**config.mk**
```make
export PLATFORM = sky130hd
export DESIGN_NAME = data_cache_arbiter_flat
export DESIGN_NICKNAME = d
export VERILOG_FILES = /design/src/rtl/data_cache_arbiter_if.sv /design/src/rtl/data_cache_arbiter.sv /design/src/flat_wrapper.sv
export SDC_FILE = /design/constraint.sdc
export NUM_CORES = 1
export LEC_CHECK = 0
export CORE_ASPECT_RATIO = 1.1
export CORE_MARGIN = 3
export CORE_UTILIZATION = 36
export DETAILED_ROUTE_END_ITERATION = 8
export PLACE_DENSITY = 0.81
export SETUP_SLACK_MARGIN = 0.15
export SKIP_LAST_GASP = 1
export SLEW_MARGIN = 20
export SYNTH_ARGS = -nofsm -noshare
export SYNTH_HDL_FRONTEND = slang
export SYNTH_SLANG_ARGS = --single-unit
export TNS_END_PERCENT = 20
```
**constraint.sdc**
```tcl
create_clock -name clk_in -period 3.85 [get_ports clk_in]
set_input_delay 0.385 -clock clk_in [delete_from_list [all_inputs] [get_ports clk_in]]
set_output_delay 0.385 -clock clk_in [all_outputs]
set_load 0.05 [all_outputs]
```
**src/rtl/data_cache_arbiter_if.sv**
```systemverilog
// Requester-side bundle of the data cache arbiter: packed request lanes plus the shared response bus.
interface data_cache_arbiter_if #(
    parameter int NUM_REQ          = 4,
    parameter int DATA_CACHE_WIDTH = 16,
    parameter int ADDR_W           = 12
);
    logic [NUM_REQ-1:0]                  req_valid_in;
    logic [NUM_REQ-1:0]                  req_we_in;
    logic [NUM_REQ*ADDR_W-1:0]           req_addr_in;
    logic [NUM_REQ*DATA_CACHE_WIDTH-1:0] req_data_in;
    logic [NUM_REQ-1:0]                  req_ready_out;
    logic [NUM_REQ-1:0]                  rsp_valid_out;
    logic [DATA_CACHE_WIDTH-1:0]         rsp_data_out;
    logic                                rsp_err_out;

    modport master (
        output req_valid_in, req_we_in, req_addr_in, req_data_in,
        input  req_ready_out, rsp_valid_out, rsp_data_out, rsp_err_out
    );

    modport slave (
        input  req_valid_in, req_we_in, req_addr_in, req_data_in,
        output req_ready_out, rsp_valid_out, rsp_data_out, rsp_err_out
    );
endinterface

```
**src/rtl/data_cache_arbiter.sv**
```systemverilog
// Round-robin arbiter serialising NUM_REQ requesters onto one BRAM port, with a tag
// pipeline that routes each read response back to its requester after READ_LATENCY.
module data_cache_arbiter #(
    parameter int  NUM_REQ          = 4,
    parameter int  DATA_CACHE_WIDTH = 16,
    parameter int  DATA_CACHE_DEPTH = 4000,
    parameter int  READ_LATENCY     = 2,
    localparam int ADDR_W           = $clog2(DATA_CACHE_DEPTH),
    localparam int IDX_W            = (NUM_REQ > 1) ? $clog2(NUM_REQ) : 1
) (
    input  logic                        clk_in,
    input  logic                        rst_in,
    data_cache_arbiter_if.slave         bus,
    output logic                        mem_en_out,
    output logic                        mem_we_out,
    output logic [ADDR_W-1:0]           mem_addr_out,
    output logic [DATA_CACHE_WIDTH-1:0] mem_din_out,
    input  logic [DATA_CACHE_WIDTH-1:0] mem_dout_in,
    output logic                        busy_out
);
    localparam logic [ADDR_W:0]    DEPTH_C    = (ADDR_W+1)'(DATA_CACHE_DEPTH);
    localparam logic [IDX_W:0]     NUM_REQ_C  = (IDX_W+1)'(NUM_REQ);
    localparam logic [IDX_W-1:0]   LAST_IDX_C = IDX_W'(NUM_REQ - 1);

    logic [IDX_W-1:0]            ptr_r;
    logic                        in_reset_r;
    logic [IDX_W-1:0]            grant_idx_s;
    logic                        grant_found_s;
    logic                        accept_s;
    logic [IDX_W-1:0]            ptr_next_s;
    logic [ADDR_W-1:0]           sel_addr_s;
    logic [DATA_CACHE_WIDTH-1:0] sel_data_s;
    logic                        sel_we_s;
    logic                        sel_oor_s;
    logic [READ_LATENCY:0]       tag_valid_r;
    logic [READ_LATENCY:0]       tag_err_r;
    logic [IDX_W-1:0]            tag_idx_r [READ_LATENCY+1];

    // Round-robin scan from ptr_r; grants are suppressed during reset and the cycle after it.
    always_comb begin
        logic [IDX_W:0]   sum_v;
        logic [IDX_W-1:0] cand_v;
        logic             hit_v;
        grant_found_s = 1'b0;
        grant_idx_s   = ptr_r;
        sum_v         = '0;
        cand_v        = '0;
        hit_v         = 1'b0;
        for (int i = 0; i < NUM_REQ; i++) begin
            sum_v         = {1'b0, ptr_r} + (IDX_W+1)'(i);
            cand_v        = (sum_v >= NUM_REQ_C) ? IDX_W'(sum_v - NUM_REQ_C) : sum_v[IDX_W-1:0];
            hit_v         = bus.req_valid_in[cand_v] & ~grant_found_s;
            grant_idx_s   = hit_v ? cand_v : grant_idx_s;
            grant_found_s = grant_found_s | hit_v;
        end
        accept_s   = grant_found_s & ~rst_in & ~in_reset_r;
        ptr_next_s = (grant_idx_s == LAST_IDX_C) ? '0 : grant_idx_s + IDX_W'(1);
    end

    // Grant strobe plus mux of the granted requester's command fields.
    always_comb begin
        bus.req_ready_out = '0;
        sel_addr_s        = '0;
        sel_data_s        = '0;
        sel_we_s          = bus.req_we_in[grant_idx_s];
        if (accept_s) begin
            bus.req_ready_out[grant_idx_s] = 1'b1;
        end else begin
            bus.req_ready_out = '0;
        end
        for (int i = 0; i < NUM_REQ; i++) begin
            sel_addr_s = (grant_idx_s == IDX_W'(i)) ? bus.req_addr_in[i*ADDR_W +: ADDR_W] : sel_addr_s;
            sel_data_s = (grant_idx_s == IDX_W'(i)) ?
                         bus.req_data_in[i*DATA_CACHE_WIDTH +: DATA_CACHE_WIDTH] : sel_data_s;
        end
        sel_oor_s = ({1'b0, sel_addr_s} >= DEPTH_C);
    end

    // Priority pointer and the one-cycle post-reset grant blanking flag.
    always_ff @(posedge clk_in) begin
        if (rst_in) begin
            ptr_r      <= '0;
            in_reset_r <= 1'b1;
        end else begin
            in_reset_r <= 1'b0;
            if (accept_s) begin
                ptr_r <= ptr_next_s;
            end
        end
    end

    // Registered BRAM command; out-of-range accesses never enable the port.
    always_ff @(posedge clk_in) begin
        if (rst_in) begin
            mem_en_out   <= 1'b0;
            mem_we_out   <= 1'b0;
            mem_addr_out <= '0;
            mem_din_out  <= '0;
        end else if (accept_s) begin
            mem_en_out   <= ~sel_oor_s;
            mem_we_out   <= sel_we_s & ~sel_oor_s;
            mem_addr_out <= sel_addr_s;
            mem_din_out  <= sel_data_s;
        end else begin
            mem_en_out   <= 1'b0;
            mem_we_out   <= 1'b0;
        end
    end

    // Read tag pipeline: stage k is visible k+1 cycles after acceptance.
    always_ff @(posedge clk_in) begin
        if (rst_in) begin
            tag_valid_r <= '0;
            tag_err_r   <= '0;
            for (int k = 0; k <= READ_LATENCY; k++) begin
                tag_idx_r[k] <= '0;
            end
        end else begin
            tag_valid_r[0] <= accept_s & ~sel_we_s;
            tag_err_r[0]   <= sel_oor_s;
            tag_idx_r[0]   <= grant_idx_s;
            for (int k = 1; k <= READ_LATENCY; k++) begin
                tag_valid_r[k] <= tag_valid_r[k-1];
                tag_err_r[k]   <= tag_err_r[k-1];
                tag_idx_r[k]   <= tag_idx_r[k-1];
            end
        end
    end

    // Response routing; BRAM data passes through in the cycle it is valid.
    always_comb begin
        bus.rsp_valid_out = '0;
        bus.rsp_data_out  = '0;
        bus.rsp_err_out   = 1'b0;
        busy_out          = ~rst_in & (|tag_valid_r);
        if (!rst_in && tag_valid_r[READ_LATENCY]) begin
            bus.rsp_valid_out[tag_idx_r[READ_LATENCY]] = 1'b1;
            bus.rsp_err_out  = tag_err_r[READ_LATENCY];
            bus.rsp_data_out = tag_err_r[READ_LATENCY] ? '0 : mem_dout_in;
        end else begin
            bus.rsp_valid_out = '0;
        end
    end
endmodule

```
**src/flat_wrapper.sv**
```systemverilog
// flat-port wrapper written by rule: the top's interface ports become plain ports
module data_cache_arbiter_flat 
#(
    parameter int  NUM_REQ          = 4,
    parameter int  DATA_CACHE_WIDTH = 16,
    parameter int  DATA_CACHE_DEPTH = 4000,
    parameter int  READ_LATENCY     = 2,
    localparam int ADDR_W           = $clog2(DATA_CACHE_DEPTH),
    localparam int IDX_W            = (NUM_REQ > 1) ? $clog2(NUM_REQ) : 1
)
  (clk_in, rst_in, mem_en_out, mem_we_out, mem_addr_out, mem_din_out, mem_dout_in, busy_out, bus_req_valid_in, bus_req_we_in, bus_req_addr_in, bus_req_data_in, bus_req_ready_out, bus_rsp_valid_out, bus_rsp_data_out, bus_rsp_err_out);
  data_cache_arbiter_if #(.NUM_REQ(NUM_REQ), .DATA_CACHE_WIDTH(DATA_CACHE_WIDTH), .ADDR_W((12))) bus_i ();
  input  logic clk_in;
  input  logic rst_in;
  output logic mem_en_out;
  output logic mem_we_out;
  output logic [ADDR_W-1:0] mem_addr_out;
  output logic [DATA_CACHE_WIDTH-1:0] mem_din_out;
  input  logic [DATA_CACHE_WIDTH-1:0] mem_dout_in;
  output logic busy_out;
  input wire logic [$bits(bus_i.req_valid_in)-1:0] bus_req_valid_in;
  input wire logic [$bits(bus_i.req_we_in)-1:0] bus_req_we_in;
  input wire logic [$bits(bus_i.req_addr_in)-1:0] bus_req_addr_in;
  input wire logic [$bits(bus_i.req_data_in)-1:0] bus_req_data_in;
  output wire logic [$bits(bus_i.req_ready_out)-1:0] bus_req_ready_out;
  output wire logic [$bits(bus_i.rsp_valid_out)-1:0] bus_rsp_valid_out;
  output wire logic [$bits(bus_i.rsp_data_out)-1:0] bus_rsp_data_out;
  output wire logic [$bits(bus_i.rsp_err_out)-1:0] bus_rsp_err_out;
  assign bus_i.req_valid_in = bus_req_valid_in;
  assign bus_i.req_we_in = bus_req_we_in;
  assign bus_i.req_addr_in = bus_req_addr_in;
  assign bus_i.req_data_in = bus_req_data_in;
  assign bus_req_ready_out = bus_i.req_ready_out;
  assign bus_rsp_valid_out = bus_i.rsp_valid_out;
  assign bus_rsp_data_out = bus_i.rsp_data_out;
  assign bus_rsp_err_out = bus_i.rsp_err_out;
  data_cache_arbiter #(.NUM_REQ(NUM_REQ), .DATA_CACHE_WIDTH(DATA_CACHE_WIDTH), .DATA_CACHE_DEPTH(DATA_CACHE_DEPTH), .READ_LATENCY(READ_LATENCY)) u_core (.clk_in(clk_in), .rst_in(rst_in), .bus(bus_i), .mem_en_out(mem_en_out), .mem_we_out(mem_we_out), .mem_addr_out(mem_addr_out), .mem_din_out(mem_din_out), .mem_dout_in(mem_dout_in), .busy_out(busy_out));
endmodule
```
==> results by group <==
CTS
  – # hold bufs at CTS: 0
  – Post-CTS Setup Inserts: 0
  – Later-pin clock latency in the skew report: 0.31 ns
  – Clock buffer depth: 2
  – Sink Count: 45
  – Resized cells post-CTS: 0
  – CTS tree: yes
  – Max H-tree Level: 2
  – Root buf cell: clkbuf_8
  – Reg clk slew, reported paths: 0.08 ns
  – CTS buffer count: 5

STA
  – Max-slew violations: 0
  – Max frequency: 291 MHz
  – Count of final setup violators: 0
  – Skew final: 0.0131 ns
  – Tmin final: ~3.4 ns
  – Hold Vio Cnt, Final: 0
  – Crit share post-route: 89.4%
  – Slew @ Worst Pin: roughly 0.67 ns
  – RSZ-0062 raised after global routing: false
  – Max-slew headroom: between 50% and 60%
  – Post-route setup TNS: 0 ns

Setup path
  – Critical path class: input pin to output pin
  – R2R Setup Slk: approximately 0.73 ns
  – Worst endpoint data arrival time: ~3.1 ns
  – Worst path slowest cell: clkdlybuf4s50_1
  – Required time of the critical path: 3.46 ns
  – CP peak stage delay: around 0.53 ns
  – Crit path capture type: output pin
  – FF-to-FF End: u_core.tag_err_r[0]
  – Worst reg2reg path depth: 10
  – Startpoint Class: input pin
  – Worst path cell trace: clkdlybuf4s50_1, nand2b_1, a21boi_2, or3_1, inv_2, ha_1, inv_1, nor2_1, buf_12
  – Worst Path Max Fanout: 18
  – Crit Reg-Reg Startpoint: u_core.ptr_r[0]

Yosys
  – Ys flop type: dfxtp_1
  – Share of the synthesized area in the top cell type: around 30%
  – Complex-gate fraction of the synthesized area: roughly a third
  – Area leader, netlist: dfxtp_1
  – XOR/XNOR share of the synthesized area: 0%
  – Multiplexer share of the synthesized area: 1.07%
  – Seq cells post-synth: 45
  – Post-Syn Area per Cell: roughly 7.5 um2
  – Synth Warn #: 0
  – Top cells by area, synth: dfxtp_1, nand2_1, o311ai_0, a21oi_1, nor2b_1
  – Post-synth ARST share: 0%
  – Post-Syn Instances: around 390
  – Post-synthesis sequential area ratio: about 31%
  – Largest family of logic cells by synthesized area: compound AO/OA/AOI/OAI gates
  – Synth Area in Adders: less than 1%
  – Syn nets: 526
  – Simple-gate share of the synthesized area: roughly a quarter
  – Synth Cell Area: 0.00292 mm2
  – Distinct cell type count after synthesis: 48
  – Number of synthesized flops with an enable pin: 0

Flow run
  – MaxCap Viol Count: 0

Placement
  – Cell count after placement: approximately 660
  – Port buffer count: approximately 190
  – Gpl congestion: 0.967
  – Hpwl dp: just over 9000 um

Power
  – Max IR drop VDD: between 0.00015 and 0.0002 V
  – Flop pwr share: around 34%
  – Combinational share of power: around 41%
  – Total Power: approximately 1.5 mW
  – Net load switching power: ~0.54 mW
  – PwrDens: 292 mW/mm2
  – Switching power as a share of total power: a little over a third
  – Clk pwr share: about a quarter
  – Static Leakage: ~2.0 nW
  – Total internal power: approximately 0.99 mW

Cells and area
  – Final nets: about 700
  – Area of the multi-input gates: 0.00183 mm2
  – Commonest non-fill, non-tap cell in the layout: clkdlybuf4s50_1
  – Register area: 901 um2
  – Share of cells above drive strength 1: 9.93%
  – Area grow syn2layout: 79.2%
  – N_diodes: 0
  – Fillers: approximately 650
  – Most frequent cells in the layout: clkdlybuf4s50_1, nand2_1, dfxtp_1, a21oi_1, nor2b_1
  – Non-filler cells, final: about 670

Die
  – Total core area: about 0.0077 mm2
  – Die area: between 0.009 and 0.01 mm2
  – Cell Rows: 33
  – Die Span Y: around 100 um
  – Die width: between 90 and 100 um
  – Initial Util: 38.0%
  – I/O pin total: around 190

Hold path
  – Hold Path Stages: 1
  – Hold Crit Start: u_core.tag_idx_r[0][3]
  – Min-delay worst type: flop to flop
  – WHS Endpoint: u_core.tag_idx_r[0][5]

GRT
  – Vias in the first global route: 3536
  – First-pass GRT wire length: 18000 um
  – All-Layer GR Usage: ~24%
  – Gr ovfl total: 0
  – Initial antenna violation count: 0
  – Largest net degree at the start of global routing: 53

Route
  – Pre-antenna DRT Iters: 5
  – Routed len/inst: between 15 and 20 um
  – DR DRC count: 0
  – WL final: about 12000 um
  – Post-route antenna net violation count: 0
  – DR iter-0 viols: 281
  – Via count: around 3800
  – Via-per-instance ratio: between 5 and 6

Run status
  – Outcome: completed
==> cells in the mapped netlist (2+ instances only) <==
| cell | number |
|---|---|
| buf_2 | 9 |
| a31o_2 | 6 |
| a32oi_1 | 6 |
| mux2i_1 | 2 |
| and2_1 | 18 |
| or3_1 | 2 |
| o31ai_1 | 2 |
| a21oi_1 | 33 |
| a221oi_1 | 8 |
| o21ai_0 | 11 |
| and3_1 | 14 |
| nand2b_1 | 4 |
| a211o_1 | 6 |
| nand3_1 | 8 |
| clkbuf_1 | 27 |
| nor2_1 | 15 |
| o211ai_1 | 3 |
| nor3_1 | 4 |
| a311oi_1 | 6 |
| nor2b_1 | 23 |
| dfxtp_1 | 45 |
| a31oi_1 | 4 |
| inv_1 | 6 |
| a211oi_1 | 5 |
| o311ai_0 | 21 |
| nand2_1 | 60 |
| a311o_1 | 2 |
| o21bai_1 | 13 |
| o311ai_1 | 5 |
==> worst max path at each step <==
stage                                      end  slack, ns           startpoint  cells past startpoint
final                     bus_req_ready_out[1]       0.41  bus_req_valid_in[3]                      9
after global routing       u_core.tag_err_r[0]       0.19  bus_req_valid_in[3]                     11
after CTS                 bus_req_ready_out[1]       0.43  bus_req_valid_in[3]                      9
after detailed placement   u_core.tag_err_r[0]       0.20  bus_req_valid_in[3]                     11
after global placement     u_core.tag_err_r[0]       0.45  bus_req_valid_in[3]                     11
after floorplan           bus_req_ready_out[1]       0.85      u_core.ptr_r[1]                     11
==> routing by layer <==
metal | track usage [%] | up-vias | share of wire [%]
met5 | 0 | - | 0
met4 | 8.23 | 0 | 2.4
met3 | 5.55 | 38 | 9.6
met2 | 44.5 | 228 | 50
met1 | 27.9 | 1758 | 38
li1 | - | 1777 | -
==> state kept, by name, summed over array words and instances, names as in the netlist <==
name	count
u_core.tag_err_r	3
u_core.mem_we_out	1
u_core.tag_valid_r	3
u_core.in_reset_r	1
u_core.tag_idx_r	6
u_core.mem_addr_out	12
u_core.mem_din_out	16
u_core.mem_en_out	1
u_core.ptr_r	2
==> worst max-delay path: cells and delay by family <==
family | cells | cell delay, ns
simple gates | 3 | 0.62
buf+inv | 4 | 1.25
fa+ha+maj | 1 | 0.27
compound gates | 1 | 0.53
==> area by class of cell <==
cell class / instances / share of cell area (%)
inverters: 8 / 0.575
clock buffers: 5 / 1.32
repair buffers: 207 / 42.5
multi-input cells: 296 / 34.9
flip-flops and latches: 45 / 17.2
clock inverters: 3 / 0.886
well taps: 105 / 2.51
==> power groups by stage <==
stage | Clock, mW | Combinational [mW] | Sequential [mW]
global route | 0.392 | 0.672 | 0.525
CTS | 0.372 | 0.629 | 0.521
global placement | 0 | 0.616 | 0.531
detailed placement | 0 | 0.624 | 0.531
finish | 0.372 | 0.632 | 0.521
floorplan | 0 | 0.252 | 0.623
==> kinds of logic after synthesis <==
group | count (synthesis)
buf+inv | 46
compound gates | 139
flops | 45
fa+ha+maj | 1
simple gates | 153
mux | 3
==> stage by stage <==
stage	utilization [%]	worst slack, ns	hold WS (ns)	instance area (um2)
finish	68.0	0.409	0.441	5230
detailed placement	66.5	0.196	0.425	5110
global placement	66.5	0.446	0.416	5110
global route	68.0	0.194	0.459	5230
floorplan	-	0.854	0.413	2920
CTS	68.0	0.434	0.446	5230
Power figures use the tool's default switching activity.
